===== src/rtl/us_sensor_pkg.sv =====
// Shared types and timing defaults for the HC-SR04 driver/emulator pair.
// Durations are expressed in microseconds and scaled by CYC_PER_US.
package us_sensor_pkg;

    typedef enum logic [2:0] {
        IDLE,
        TRIG_HI,
        BURST,
        ECHO,
        HOLDOFF
    } state_t;

    typedef logic [15:0] width_t;

    localparam int DEF_CLK_HZ      = 50_000_000;
    localparam int CYC_PER_US      = DEF_CLK_HZ / 1_000_000;
    localparam int DEF_MIN_TRIG_US = 10;
    localparam int DEF_BURST_US    = 200;
    localparam int DEF_US_PER_CM   = 58;
    localparam int DEF_TIMEOUT_US  = 38000;
    localparam int DEF_HOLDOFF_US  = 10000;

    // Round-trip echo width in us; zero distance reports the no-object timeout.
    function automatic width_t echo_width_us(
        input logic [7:0] cm,
        input width_t     us_per_cm,
        input width_t     timeout_us
    );
        if (cm == 8'd0) begin
            return timeout_us;
        end
        return width_t'(cm) * us_per_cm;
    endfunction

endpackage


===== src/rtl/us_tick_gen.sv =====
// Microsecond prescaler: us_tick is high on the last cycle of every
// CYC_PER_US-cycle window; clr restarts the window on the next cycle.
module us_tick_gen #(
    parameter int CYC_PER_US = 50
) (
    input  logic clk,
    input  logic reset,
    input  logic clr,
    output logic us_tick
);

    localparam int CW = (CYC_PER_US > 1) ? $clog2(CYC_PER_US) : 1;
    localparam logic [CW-1:0] LAST = CW'(CYC_PER_US - 1);

    logic [CW-1:0] cnt_q, cnt_d;

    always_comb begin
        us_tick = (cnt_q == LAST);
        cnt_d   = cnt_q + 1'b1;
        if (clr || us_tick) begin
            cnt_d = '0;
        end
    end

    always_ff @(posedge clk or posedge reset) begin
        if (reset) begin
            cnt_q <= '0;
        end else begin
            cnt_q <= cnt_d;
        end
    end

endmodule


===== src/rtl/hcsr04_echo_emulator.sv =====
// HC-SR04 responder: measures the trigger pulse and answers with an echo
// whose width encodes the distance latched at the trigger fall.
module hcsr04_echo_emulator
    import us_sensor_pkg::*;
#(
    parameter int CLK_HZ      = DEF_CLK_HZ,
    parameter int MIN_TRIG_US = DEF_MIN_TRIG_US,
    parameter int BURST_US    = DEF_BURST_US,
    parameter int US_PER_CM   = DEF_US_PER_CM,
    parameter int TIMEOUT_US  = DEF_TIMEOUT_US,
    parameter int HOLDOFF_US  = DEF_HOLDOFF_US
) (
    input  logic       CLOCK_50,
    input  logic       reset,
    input  logic       trig,
    input  logic [7:0] distance_cm,
    input  logic       enable,
    output logic       echo,
    output logic       busy,
    output logic [7:0] latched_cm,
    output logic       meas_done,
    output logic       short_trig
);

    localparam int     CYC       = CLK_HZ / 1_000_000;
    localparam width_t MIN_W     = width_t'(MIN_TRIG_US);
    localparam width_t BURST_W   = width_t'(BURST_US);
    localparam width_t UPC_W     = width_t'(US_PER_CM);
    localparam width_t TIMEOUT_W = width_t'(TIMEOUT_US);
    localparam width_t HOLDOFF_W = width_t'(HOLDOFF_US);

    state_t     state_q, state_d;
    width_t     us_cnt_q, us_cnt_d;
    logic [7:0] latched_q, latched_d;
    logic       trig_m_q, trig_m_d;
    logic       trig_s_q, trig_s_d;
    logic       trig_p_q, trig_p_d;
    logic       echo_q, echo_d;
    logic       busy_q, busy_d;
    logic       done_q, done_d;
    logic       short_q, short_d;

    logic   us_tick;
    logic   clr;
    logic   rise;
    logic   fall;
    width_t trig_us;
    width_t echo_w;

    assign clr = (state_d != state_q);

    us_tick_gen #(
        .CYC_PER_US(CYC)
    ) u_tick (
        .clk    (CLOCK_50),
        .reset  (reset),
        .clr    (clr),
        .us_tick(us_tick)
    );

    always_comb begin
        trig_m_d = trig;
        trig_s_d = trig_m_q;
        trig_p_d = trig_s_q;
        rise     = trig_s_q & ~trig_p_q;
        fall     = ~trig_s_q & trig_p_q;
        echo_w   = echo_width_us(latched_q, UPC_W, TIMEOUT_W);
        // High time includes the tick landing on the fall-detect cycle.
        trig_us  = us_cnt_q + width_t'(us_tick);
        if (us_cnt_q >= MIN_W) begin
            trig_us = MIN_W;
        end
    end

    always_comb begin
        state_d   = state_q;
        us_cnt_d  = us_cnt_q;
        latched_d = latched_q;
        short_d   = 1'b0;
        done_d    = 1'b0;
        unique case (state_q)
            IDLE: begin
                if (rise && enable) begin
                    state_d = TRIG_HI;
                end
            end
            TRIG_HI: begin
                if (fall) begin
                    if (trig_us >= MIN_W) begin
                        latched_d = distance_cm;
                        state_d   = BURST;
                    end else begin
                        short_d = 1'b1;
                        state_d = IDLE;
                    end
                end else begin
                    us_cnt_d = trig_us;
                end
            end
            BURST: begin
                if (us_tick) begin
                    us_cnt_d = us_cnt_q + 16'd1;
                    if (us_cnt_q == BURST_W - 16'd1) begin
                        state_d = ECHO;
                    end
                end
            end
            ECHO: begin
                if (us_tick) begin
                    us_cnt_d = us_cnt_q + 16'd1;
                    if (us_cnt_q == echo_w - 16'd1) begin
                        done_d  = 1'b1;
                        state_d = HOLDOFF;
                    end
                end
            end
            HOLDOFF: begin
                if (us_tick) begin
                    us_cnt_d = us_cnt_q + 16'd1;
                    if (us_cnt_q == HOLDOFF_W - 16'd1) begin
                        state_d = IDLE;
                    end
                end
            end
            default: begin
                state_d = IDLE;
            end
        endcase
        if (clr) begin
            us_cnt_d = '0;
        end
        echo_d = (state_d == ECHO);
        busy_d = (state_d != IDLE);
    end

    always_ff @(posedge CLOCK_50 or posedge reset) begin
        if (reset) begin
            state_q   <= IDLE;
            us_cnt_q  <= '0;
            latched_q <= '0;
            trig_m_q  <= 1'b0;
            trig_s_q  <= 1'b0;
            trig_p_q  <= 1'b0;
            echo_q    <= 1'b0;
            busy_q    <= 1'b0;
            done_q    <= 1'b0;
            short_q   <= 1'b0;
        end else begin
            state_q   <= state_d;
            us_cnt_q  <= us_cnt_d;
            latched_q <= latched_d;
            trig_m_q  <= trig_m_d;
            trig_s_q  <= trig_s_d;
            trig_p_q  <= trig_p_d;
            echo_q    <= echo_d;
            busy_q    <= busy_d;
            done_q    <= done_d;
            short_q   <= short_d;
        end
    end

    assign echo       = echo_q;
    assign busy       = busy_q;
    assign latched_cm = latched_q;
    assign meas_done  = done_q;
    assign short_trig = short_q;

endmodule


===== config.mk =====
export PLATFORM = sky130hd
export DESIGN_NAME = hcsr04_echo_emulator
export DESIGN_NICKNAME = d
export VERILOG_FILES = /design/src/rtl/us_sensor_pkg.sv /design/src/rtl/us_tick_gen.sv /design/src/rtl/hcsr04_echo_emulator.sv
export SDC_FILE = /design/constraint.sdc
export NUM_CORES = 1
export LEC_CHECK = 0
export BUFFER_PORTS_ARGS = -buffer_cell sky130_fd_sc_hd__buf_2
export CAP_MARGIN = 15
export CORE_MARGIN = 4
export CORE_UTILIZATION = 60
export DETAILED_ROUTE_END_ITERATION = 10
export GPL_TIMING_DRIVEN = 0
export PLACE_DENSITY = 0.88
export SLEW_MARGIN = 20
export SYNTH_ARGS = -nofsm -noshare
export SYNTH_HDL_FRONTEND = slang
export SYNTH_SLANG_ARGS = --single-unit

===== constraint.sdc =====
create_clock -name CLOCK_50 -period 11.54 [get_ports CLOCK_50]
set_clock_uncertainty 0.2 [all_clocks]
set_input_delay 2.308 -clock CLOCK_50 [delete_from_list [all_inputs] [get_ports CLOCK_50]]
set_output_delay 2.308 -clock CLOCK_50 [all_outputs]
set_load 0.01 [all_outputs]

== Word level (Yosys, flattened, before mapping) ==
Index checks and enable logic that the tools add are counted.

* Flip-flop bits (word level): 40
* Bits of input ports: 12
* Output and inout port bits: 12
* Logic and storage cells: 68

* Add/subtract/negate cells: 4
* Multipliers: 1
* $lt $le $gt $ge: 2
* Equality and inequality tests: 12
* Mux-type cells: 25
* Bitwise operators: 4
* Reduce and logical (&&, ||, !) cells: 9

{| class="wikitable"
|+ Operator list
! kind !! number
|-
| 2-to-1 mux 16 bit || 6
|-
| greater-or-equal comparator 16 x 4 -> 1 bit, second input constant || 2
|-
| one-hot mux 16 bit (2 select lines) || 1
|-
| 2-to-1 mux 3 bit || 8
|-
| adder 16 x 1 -> 16 bit || 1
|-
| adder 16 x 1 -> 16 bit, second input constant || 1
|-
| == test 16 x 14 -> 1 bit, second input constant || 1
|-
| == test 16 bit || 1
|-
| == test 16 x 8 -> 1 bit, second input constant || 1
|-
| subtractor 16 x 1 -> 16 bit, second input constant || 1
|-
| one-hot mux 3 bit (5 select lines) || 1
|-
| multiplier 8 x 5 -> 13 bit, second input constant || 1
|-
| == test 3 x 2 -> 1 bit, second input constant || 3
|-
| zero test 8 bit || 1
|-
| 2-to-1 mux 1 bit || 7
|-
| adder 6 x 1 -> 6 bit, second input constant || 1
|-
| == test 6 bit, second input constant || 1
|-
| 2-to-1 mux 6 bit || 1
|-
| AND reduction 3 bit || 2
|-
| nonzero test 3 bit || 2
|-
| == test 3 x 1 -> 1 bit, second input constant || 1
|-
| == test 3 bit, second input constant || 1
|-
| zero test 3 bit || 1
|-
| != test 3 x 1 -> 1 bit, second input constant || 1
|-
| other kinds (8) || 10
|}

== Longest topological paths before layout ==
Gate-level depths: netlist of the first run.

* Depth after elaboration: 11
* Gate-level depth with buffers: 18
* Depth with buffers taken out: 17

== Hierarchy ==
From an unflattened synthesis of the first run, not the netlist that was laid out.

* Cells, all modules: 474
* Area, all modules: 3982.6 µm²

{| class="wikitable"
|+ Modules (own cells, without submodules)
! module !! instances !! cells an instance !! area each (µm²) !! sequential area each (µm²)
|-
| hcsr04_echo_emulator || 1 || 447 || 3696.0 || 850.8
|-
| us_tick_gen || 1 || 27 || 286.5 || 150.1
|}

== Least setup slack after synthesis of the first run ==
OpenSTA, ideal clock, no wires.

* Kind: register to register
* Start: register latched_q[0], in the netlist latched_cm[0]
* End: register us_cnt_q[9]
* Setup time: 119 ps
* Arrival time: 4652 ps
* Required time: 11221 ps
* Path slack: 6570 ps
* Stages on the path, launching flop included: 19
* Path buffers: 1
* Period minus slack after synthesis: 4970 ps
* Cell sequence: dfrtp_1 inv_1 fa_1 inv_1 ha_1 ha_1 inv_1 fa_1 nand2b_1 a21o_1 a211o_1 or2_4 or3_1 a2111o_1 o21ai_2 o2111ai_4 a31oi_4 buf_6 nor2_1

* Word-level cells in the longest chain between the ends: 11
* Elaborated cells between the ends (all ways): 15
* Classes of those cells: 1 x add/sub; 1 x mul; 4 x eq/ne; 6 x mux; 3 x reduce/logical

{| class="wikitable"
|+ RTL lines
! element !! RTL line !! source
|-
| start: declaration || hcsr04_echo_emulator.sv:34 || <nowiki>logic [7:0] latched_q, latched_d;</nowiki>
|-
| start signal: assignment || hcsr04_echo_emulator.sv:151 || <nowiki>latched_q <= latched_d;</nowiki>
|-
| parallel branches: the longest is 2 deep, another holds multiplier 8 x 5 -> 13 bit || -- ||
|-
| 2-to-1 mux 16 bit * || us_sensor_pkg.sv:32 || <nowiki>return width_t'(cm) * us_per_cm;</nowiki>
|-
| subtractor 16 x 1 -> 16 bit * || hcsr04_echo_emulator.sv:111 || <nowiki>if (us_cnt_q == echo_w - 16'd1) begin</nowiki>
|-
| == test 16 bit * || hcsr04_echo_emulator.sv:111 ||
|-
| 2-to-1 mux 3 bit * || hcsr04_echo_emulator.sv:111 ||
|-
| 2-to-1 mux 3 bit * || hcsr04_echo_emulator.sv:109 || <nowiki>if (us_tick) begin</nowiki>
|-
| one-hot mux 3 bit (5 select lines) * || hcsr04_echo_emulator.sv:81 || <nowiki>unique case (state_q)</nowiki>
|-
| != test 3 bit * || hcsr04_echo_emulator.sv:50 || <nowiki>assign clr = (state_d != state_q);</nowiki>
|-
| != test 3 x 2 -> 1 bit (no source line), or another cell as far along || -- ||
|-
| AND reduction 3 bit (no source line) || -- ||
|-
| end signal: assignment || hcsr04_echo_emulator.sv:150 || <nowiki>us_cnt_q <= us_cnt_d;</nowiki>
|-
| end: declaration || hcsr04_echo_emulator.sv:33 || <nowiki>width_t us_cnt_q, us_cnt_d;</nowiki>
|}

Mark *: on every way between the ends.
A chain may end at the register's enable or synchronous reset.

== Worst setup path after layout of the first run ==
Same ends and word-level chain as after synthesis.

==> reports/metrics.sh, run 1 <==
OUTCOME='finished clean'
POWER_PER_CELL_AREA_nW_PER_UM2=138
PORT_BUFFERS=23
CTS.ROOT.BUFFER_CELL='sky130_fd_sc_hd__clkbuf_8'
GRT_SETUP_UNREPAIRED='no'
ANTENNA_VIOLATING_NETS_POST_ROUTE=0
ASYNC_FLOP_SHARE=1.00
VIA_COUNT_OF_THE_FIRST_GLOBAL_ROUTING_PASS=3504
SYNTHDISTINCTLIBCELLS=72
SYN_AVG_CELL_AREA_UM2=8.63
FINAL_LAYOUT_SIZE_SUFFIX_GT1_FRAC=0.124
CLOCK_POWER_SHARE=0.156
ROW_COUNT=28
LEADING_CELL_TYPES_IN_THE_LAYOUT_FILL_AND_TAPS_EXCLUDED='40 x sky130_fd_sc_hd__nor2_1, 40 x sky130_fd_sc_hd__dfrtp_1, 37 x sky130_fd_sc_hd__ha_1, 34 x sky130_fd_sc_hd__nand2_1, 32 x sky130_fd_sc_hd__inv_1'
GRT_MAX_DEGREE=37
NUMBER_OF_ANTENNA_VIOLATIONS_AT_THE_FIRST_CHECK_IN_GLOBAL_ROUTING=0
POST-CTS-SETUP-BUFFERS=0
POST_DR_WIRELENGTH_CELL_UM=16.9
DR.FIRST_ITER.DRC_COUNT=338
FINAL-HOLD-VIOLATION-COUNT=0
CELLINTERNALPOWER_mW=0.321
TIMING.FMAX_GHz=0.173
INSTANCES_NO_FILL=550
WORST_PATH_TOP_CELL_FAMILY_BY_DELAY='adder cells'
CTS-BUFFERS-INSERTED=5
CTS_CLOCK_PIN_SLEW_FOR_THE_WORST_SETUP_AND_HOLD_PATHS_NS=0.08
CHIPHEIGHT_UM=87.9
P_SEQ_FRAC=0.280
HOLD_PATH_DEPTH=0
ROUTE.DETAILED.VIAS_PER_INST=6.48
WORST-PATH-MAX-FANOUT=10
ANTENNA-DIODE-COUNT=0
COUNT_OF_FLIP_FLOPS_WITH_A_BUILT_IN_ENABLE_AFTER_SYNTHESIS=0
ROUTE.FINAL.WIRE_LENGTH_UM=9280
CRITICAL_PATH.STARTPOINT_TYPE='flip-flop'
SYN-CELL-AREA_UM2=3830
PATH_BUF_INV=4
YOSYS_REGISTER_BITS=40
CPMAXSTAGEDELAYCELL='sky130_fd_sc_hd__fa_1'
TRANSITION_TIME_AT_THE_PIN_WITH_THE_LEAST_SLEW_MARGIN_NS=0.810
SLEW_HEADROOM=0.455
FIN_CRIT_SH=0.501
GRT_PASS1_WL_UM=16100
FLOORPLAN.IO_PINS=24
STARTING_DENSITY=0.632
MAXCAPVIOLATIONS=0
WORST_SETUP_PATH_END_KIND='flip-flop'
GP_CONGESTION=0.921
FIN_NETS=535
WORST-ENDPOINT-ARRIVAL_NS=5.77
SYNTHTOLAYOUTAREAGROWTH_PCT=8.10
FINAL.SETUP.TNS_NS=0
POWER.SHARE.COMBINATIONAL=0.564
SYNTH_SEQUENTIAL_AREA_RATIO=0.261
DETAILED_PLACEMENT_WIRELENGTH_ESTIMATE_UM=6990
POSTCTSRESIZEDCELLS=0
SYNTH.NET_COUNT=504
FINAL-SETUP-VIOL-COUNT=0
DIE-AREA_UM2=7730
PATH_DEPTH=18
FF2FF_PATH_DEPTH=18
POSTSYNTH.TOPFLOPCELL='sky130_fd_sc_hd__dfrtp_1'
CP_DATA_REQUIRED_TIME_NS=11.53
CTS-HOLD-FIX-BUFFERS=0
CRITICALPATHCATEGORY='reg2reg'
CELLLEAKAGEPOWER_nW=1.88
CP_COMMON_CELL='sky130_fd_sc_hd__inv_1'
HTREE_NUM_LEVELS=2
TIMING.FINAL.CRIT_PERIOD_NS=5.78
DETAILEDROUTE.FIRSTPASSITERATIONCOUNT=5
DIE_WIDTH_UM=87.9
ROUTE.DETAILED.DRC=0
CLK_LATENCY_NS=0.30
TOTAL_VIA_COUNT_AFTER_DETAILED_ROUTING=3564
WORST_PATH_LARGEST_CELL_DELAY_NS=0.57
PLACEDCELLCOUNT=543
YOSYSWARNINGCOUNT=0
TIMING.CRITICAL_PATH.CELLS='inv_1 > fa_1 > inv_1 > ha_1 > ha_1 > inv_1 > fa_1 > or3b_1 > nor4_2 > nor2_1 > xnor2_1 > o31ai_1 > a32oi_1 > nor4_1 > o2111ai_4 > a31oi_4 > buf_6 > nor2_1'
CTS.SINK_COUNT=40
HOLD_PATH.CLASS='reg2reg'
TIMING.FINAL.MAX_SLEW_VIOLATIONS=0
SWITCHING_POWER_mW=0.252
SWSHARE=0.440
VDD.IR_DROP.WORST_V=0.000136
MAX-CLOCK-PATH-BUFFERS=2
PLACEABLECOREAREA_UM2=6060
GRT_RESOURCE_USAGE_TOTAL=0.261
CTS_TREE='yes'
POST_SYNTH_INST_COUNT=444
GLOBAL_ROUTE.OVERFLOW_TOTAL=0
-- cell families (layout without fill, tap and decap cells) --
family          after synthesis  in the layout  synth area share
flops                        40             40             0.261
compound gates              103            103             0.198
mux                           9              9            0.0261
buf+inv                      51             82            0.0542
xor+xnor                     26             26            0.0594
simple gates                167            167             0.223
fa+ha+maj                    48             48             0.178
-- cells in the mapped netlist, types with 2 or more instances --
cell,instances,area share
sky130_fd_sc_hd__dfrtp_1,40,0.26
sky130_fd_sc_hd__nor2_1,40,0.039
sky130_fd_sc_hd__ha_1,37,0.12
sky130_fd_sc_hd__nand2_1,34,0.033
sky130_fd_sc_hd__inv_1,33,0.032
sky130_fd_sc_hd__a21oi_1,22,0.029
sky130_fd_sc_hd__nand3_1,21,0.027
sky130_fd_sc_hd__o21ai_0,21,0.027
sky130_fd_sc_hd__xnor2_1,18,0.041
sky130_fd_sc_hd__clkbuf_1,13,0.013
sky130_fd_sc_hd__and3_1,11,0.018
sky130_fd_sc_hd__fa_1,11,0.057
sky130_fd_sc_hd__nor3_1,11,0.014
sky130_fd_sc_hd__nor4_1,11,0.018
sky130_fd_sc_hd__mux2_2,8,0.024
sky130_fd_sc_hd__xor2_1,8,0.018
sky130_fd_sc_hd__nor3b_1,7,0.014
sky130_fd_sc_hd__nand4_1,5,0.0082
sky130_fd_sc_hd__o211ai_1,5,0.0098
sky130_fd_sc_hd__nand2b_1,4,0.0065
sky130_fd_sc_hd__nor2_2,4,0.0065
sky130_fd_sc_hd__o21ai_1,4,0.0052
sky130_fd_sc_hd__or3_1,4,0.0065
sky130_fd_sc_hd__a211o_1,3,0.0069
sky130_fd_sc_hd__a21o_1,3,0.0059
sky130_fd_sc_hd__a32oi_1,3,0.0069
sky130_fd_sc_hd__o21a_1,3,0.0059
sky130_fd_sc_hd__o31ai_1,3,0.0059
sky130_fd_sc_hd__a2111o_1,2,0.0059
sky130_fd_sc_hd__a211oi_1,2,0.0039
sky130_fd_sc_hd__a21boi_0,2,0.0039
sky130_fd_sc_hd__a221oi_1,2,0.0046
sky130_fd_sc_hd__a311oi_1,2,0.0046
sky130_fd_sc_hd__a31oi_1,2,0.0033
sky130_fd_sc_hd__buf_1,2,0.0020
sky130_fd_sc_hd__buf_6,2,0.0059
sky130_fd_sc_hd__nand3b_1,2,0.0039
sky130_fd_sc_hd__nor2b_1,2,0.0033
sky130_fd_sc_hd__o211a_1,2,0.0052
sky130_fd_sc_hd__o22ai_1,2,0.0033
sky130_fd_sc_hd__o31a_1,2,0.0046
-- sequential cells by signal, indices dropped and copies added (netlist names) --
register	flops
trig_p_d	1
trig_p_q	1
busy	1
short_trig	1
echo	1
meas_done	1
latched_cm	8
trig_m_q	1
u_tick.cnt_q	6
state_q	3
us_cnt_q	16
-- per-stage QoR --
| step | area (um2) | hold slack, ns | util | setup WS, ns | power [mW] |
|---|---|---|---|---|---|
| global placement | 4040 | 0.134 | 0.667 | 6.15 | 0.460 |
| global route | 4140 | 0.170 | 0.684 | 5.53 | 0.618 |
| finish | 4140 | 0.172 | 0.684 | 5.76 | 0.573 |
| CTS | 4140 | 0.171 | 0.684 | 5.85 | 0.568 |
| floorplan | 3830 | 0.131 | - | 6.57 | 0.416 |
| detailed placement | 4060 | 0.159 | 0.670 | 5.94 | 0.477 |
-- layer usage --
layer  routed length, um  track usage  share of wire
met5                   0            0              0
met1                3970        0.347           0.43
met3                 606       0.0480          0.065
met2                4390        0.422           0.47
met4                 312        0.102          0.034
-- power groups by stage --
stage / combinational, mW / clock (mW) / sequential, mW
4_1_cts: 0.318 / 0.0906 / 0.160
6_report: 0.323 / 0.0896 / 0.160
3_3_place_gp: 0.298 / 0 / 0.162
2_1_floorplan: 0.255 / 0 / 0.161
5_1_grt: 0.360 / 0.0967 / 0.162
3_5_place_dp: 0.315 / 0 / 0.162
-- cell type report --
class	count	area [um2]
clock buffer	5	68.8
multi-input combinational	353	2620
clock inverter	2	12.5
tap	75	93.8
sequential	40	1000
timing repair buffer	24	135
fill	461	1920
inverter	33	124
buffer	18	83.8
-- path summary, 6_finish.rpt --
kind	from	endpoint	slack (ns)
setup reg to reg	latched_cm[0]	us_cnt_q[9]	5.76
max in group asynchronous	reset	us_cnt_q[3]	9.06
hold reg to reg	trig_m_q	trig_p_d	0.17
min in group asynchronous	reset	latched_cm[5]	1.68
setup / recovery	latched_cm[0]	us_cnt_q[9]	5.76
hold / removal	trig_m_q	trig_p_d	0.17
Power figures use the tool's default switching activity.
==> run 2: changes to the inputs <==
==> constraint.sdc (replaced) <==
create_clock -name CLOCK_50 -period 5.4 [get_ports CLOCK_50]
set_clock_uncertainty 0.2 [all_clocks]
set_input_delay 1.08 -clock CLOCK_50 [delete_from_list [all_inputs] [get_ports CLOCK_50]]
set_output_delay 1.08 -clock CLOCK_50 [all_outputs]
set_load 0.01 [all_outputs]
==> run 2 against run 1 <==
Effect of this change: power rose by 130%; clock-buffer cell count did not move; die area unchanged; register-to-register slack lost 5.7 ns; maximum frequency grew 8.4%; non-clock buffer count increased by 18; sequential share of layout area is 1.1 points lower.
==> reports/metrics.sh, run 2 (synthesized netlist as in run 1, its figures left out) <==
OUTCOME='finished clean'
FINAL-SETUP-VIOL-COUNT=0  # unchanged
CTS-BUFFERS-INSERTED=5  # unchanged
CTS_CLOCK_PIN_SLEW_FOR_THE_WORST_SETUP_AND_HOLD_PATHS_NS=0.08  # about the same
TOTAL_VIA_COUNT_AFTER_DETAILED_ROUTING=3780  # +6.1%
FIN_NETS=553  # +3.4%
PORT_BUFFERS=23  # unchanged
TIMING.FINAL.CRIT_PERIOD_NS=5.33  # -0.449 ns
GRT.MET2_USAGE=0.422  # unchanged
FINAL_COMMON_CELL='sky130_fd_sc_hd__nor2_1'
VIA_COUNT_OF_THE_FIRST_GLOBAL_ROUTING_PASS=3504  # unchanged
CTS.SINK_COUNT=40  # unchanged
POST-PLACE-WS_NS=-0.198  # -6.14 ns
FIN_CRIT_SH=0.987  # +0.486
NUMBER_OF_ANTENNA_VIOLATIONS_AT_THE_FIRST_CHECK_IN_GLOBAL_ROUTING=0  # unchanged
HTREE_NUM_LEVELS=2  # unchanged
GP_CONGESTION=0.921  # unchanged
TRANSITION_TIME_AT_THE_PIN_WITH_THE_LEAST_SLEW_MARGIN_NS=0.793  # -0.0178 ns
DIE_WIDTH_UM=87.9  # unchanged
ROUTE.FINAL.WIRE_LENGTH_UM=10800  # +17%
GRT_UTIL_MET1=0.347  # unchanged
LARGEST_REGISTER='us_cnt_q'
GRT-BUSIEST-LAYER='met2'
STARTING_DENSITY=0.632  # unchanged
LARGEST_REGISTER_FF_COUNT=16  # unchanged
ANTENNA_VIOLATING_NETS_POST_ROUTE=0  # unchanged
GRT_UTIL_MET3=0.0480  # unchanged
WORST_SETUP_PATH_END_KIND='flip-flop'
WORST-ENDPOINT-ARRIVAL_NS=5.32  # -0.45 ns
POWER_PER_CELL_AREA_nW_PER_UM2=307  # +120%
GRT_PASS1_WL_UM=16100  # unchanged
ANTENNA-DIODE-COUNT=0  # unchanged
CTS_TREE='yes'
CTS-HOLD-FIX-BUFFERS=0  # unchanged
POST-ROUTE-WORST-SETUP-SLACK_NS=0.0692  # -5.69 ns
CP_DATA_REQUIRED_TIME_NS=5.39  # -6.14 ns
GLOBAL_ROUTE.OVERFLOW_TOTAL=0  # unchanged
N_FILL_CELL=382  # -17%
GRT_MAX_DEGREE=37  # unchanged
ROUTE.DETAILED.VIAS_PER_INST=6.65  # +2.7%
FINAL_LAYOUT_SIZE_SUFFIX_GT1_FRAC=0.207  # +0.0827
SYNTHTOLAYOUTAREAGROWTH_PCT=14.2
CELLLEAKAGEPOWER_nW=1.97  # +5.1%
R2R_SLACK_NS=0.07  # -5.69 ns
HOLD_PATH_DEPTH=0  # unchanged
CLK_LATENCY_NS=0.30  # about the same
PLACEDCELLCOUNT=543  # unchanged
GRT_RESOURCE_USAGE_TOTAL=0.261  # unchanged
ROW_COUNT=28  # unchanged
WORST-PATH-MAX-FANOUT=6  # -4
TIMING.FMAX_GHz=0.188  # +8.4%
POST_DR_WIRELENGTH_CELL_UM=19.0  # +13%
VDD.IR_DROP.WORST_V=0.000294  # +120%
INSTANCES_NO_FILL=568  # +3.3%
MAXCAPVIOLATIONS=0  # unchanged
DIE-AREA_UM2=7730  # unchanged
FINAL-HOLD-VIOLATION-COUNT=0  # unchanged
MAX-CLOCK-PATH-BUFFERS=2  # unchanged
ROUTE.DETAILED.DRC=0  # unchanged
DETAILED_PLACEMENT_WIRELENGTH_ESTIMATE_UM=6990  # unchanged
WHS_ENDPOINT='trig_p_d'
SLEW_HEADROOM=0.467  # +0.0120
CRITICAL_PATH.REG2REG.STARTPOINT='latched_cm[2]'
TIMING.FINAL.MAX_SLEW_VIOLATIONS=0  # unchanged
FLOORPLAN.IO_PINS=24  # unchanged
CRITICALPATHCATEGORY='reg2reg'
CRITICAL_PATH.STARTPOINT_TYPE='flip-flop'
CTS.ROOT.BUFFER_CELL='sky130_fd_sc_hd__clkbuf_8'
FF2FF_PATH_DEPTH=18  # unchanged
DR.FIRST_ITER.DRC_COUNT=514  # +52%
HOLD_PATH_STARTPOINT='trig_m_q'
LEADING_CELL_TYPES_IN_THE_LAYOUT_FILL_AND_TAPS_EXCLUDED='38 x sky130_fd_sc_hd__nor2_1, 35 x sky130_fd_sc_hd__dfrtp_1, 34 x sky130_fd_sc_hd__nand2_1, 34 x sky130_fd_sc_hd__ha_1, 28 x sky130_fd_sc_hd__inv_1'
CHIPHEIGHT_UM=87.9  # unchanged
PLACEABLECOREAREA_UM2=6060  # unchanged
FIN_HOLD_WS_NS=0.182  # +0.0100 ns
HOLD_PATH.CLASS='reg2reg'
DETAILEDROUTE.FIRSTPASSITERATIONCOUNT=6  # +1
R2R_END='us_cnt_q[11]'
[run 2: cell types whose count changed in the layout (fill, tap and decap cells not counted), sizes merged]
| cell | change |
|---|---|
| buf | +18 |
[run 2: report_power, final]
| group | leakage, nW | switching [mW] | total [mW] | internal, mW |
|---|---|---|---|---|
| registers | 0.520 | 0.0239 | 0.342 | 0.318 |
| logic | 1.41 | 0.471 | 0.809 | 0.338 |
| clock network | 0.0400 | 0.107 | 0.195 | 0.0876 |
[run 2: worst max path at each step]
stage                    to  slack [ns]          start
2_1_floorplan   us_cnt_q[9]        0.43  latched_cm[0]
3_3_place_gp    us_cnt_q[9]        0.01  latched_cm[0]
3_5_place_dp   us_cnt_q[11]       -0.20  latched_cm[0]
4_1_cts        us_cnt_q[11]        0.01  latched_cm[1]
5_1_grt         us_cnt_q[9]       -0.11  latched_cm[2]
6_report       us_cnt_q[11]        0.07  latched_cm[2]
[run 2: routing by layer]
| metal | vias to the layer above | part of all wire |
|---|---|---|
| met4 | 0 | 0.045 |
| met3 | 62 | 0.078 |
| li1 | 1693 | - |
| met1 | 1800 | 0.40 |
| met5 | - | 0 |
| met2 | 225 | 0.48 |
[run 2: layout make-up]
cell class | instances | area (um2) | area share
well taps | 75 | 93.8 | 0.0214
multi-input cells | 353 | 2710 | 0.620
repair buffers | 42 | 274 | 0.0626
inverters | 33 | 124 | 0.0283
clock buffers | 5 | 68.8 | 0.0157
clock inverters | 2 | 12.5 | 0.00286
plain buffers | 18 | 83.8 | 0.0192
flip-flops and latches | 40 | 1010 | 0.230
[run 2: per-stage QoR]
stage	cell area [um2]	util	total power, mW	TNS [ns]
final	4380	0.722	1.34	0
after global routing	4380	0.722	1.43	-0.967
after CTS	4150	0.685	1.22	0
after detailed placement	4060	0.670	1.02	-2.06
after global placement	4040	0.667	0.982	0
after floorplan	3830	-	0.889	0
[run 2: critical path, cell delays in order (launching register included)]
cell and delay [ns]:
sky130_fd_sc_hd__dfrtp_1 0.44, sky130_fd_sc_hd__inv_2 0.11, sky130_fd_sc_hd__fa_1 0.52, sky130_fd_sc_hd__inv_1 0.05
sky130_fd_sc_hd__ha_1 0.32, sky130_fd_sc_hd__fa_1 0.55, sky130_fd_sc_hd__ha_2 0.32, sky130_fd_sc_hd__or2_2 0.35
sky130_fd_sc_hd__a21oi_2 0.22, sky130_fd_sc_hd__o21a_1 0.22, sky130_fd_sc_hd__nand3_2 0.16, sky130_fd_sc_hd__or3_1 0.37
sky130_fd_sc_hd__a2111o_1 0.44, sky130_fd_sc_hd__o21ai_2 0.09, sky130_fd_sc_hd__o2111ai_4 0.19, sky130_fd_sc_hd__a31oi_4 0.35
sky130_fd_sc_hd__buf_6 0.15, sky130_fd_sc_hd__buf_6 0.10, sky130_fd_sc_hd__nor2_1 0.05
[run 2: repair_timing]
action / CTS / global route
cloned: 0 / 1
buffers inserted: 0 / 17
pin swaps: 0 / 10
endpoints found under the setup margin: 18 / 20
gates resized for setup: 2 / 29
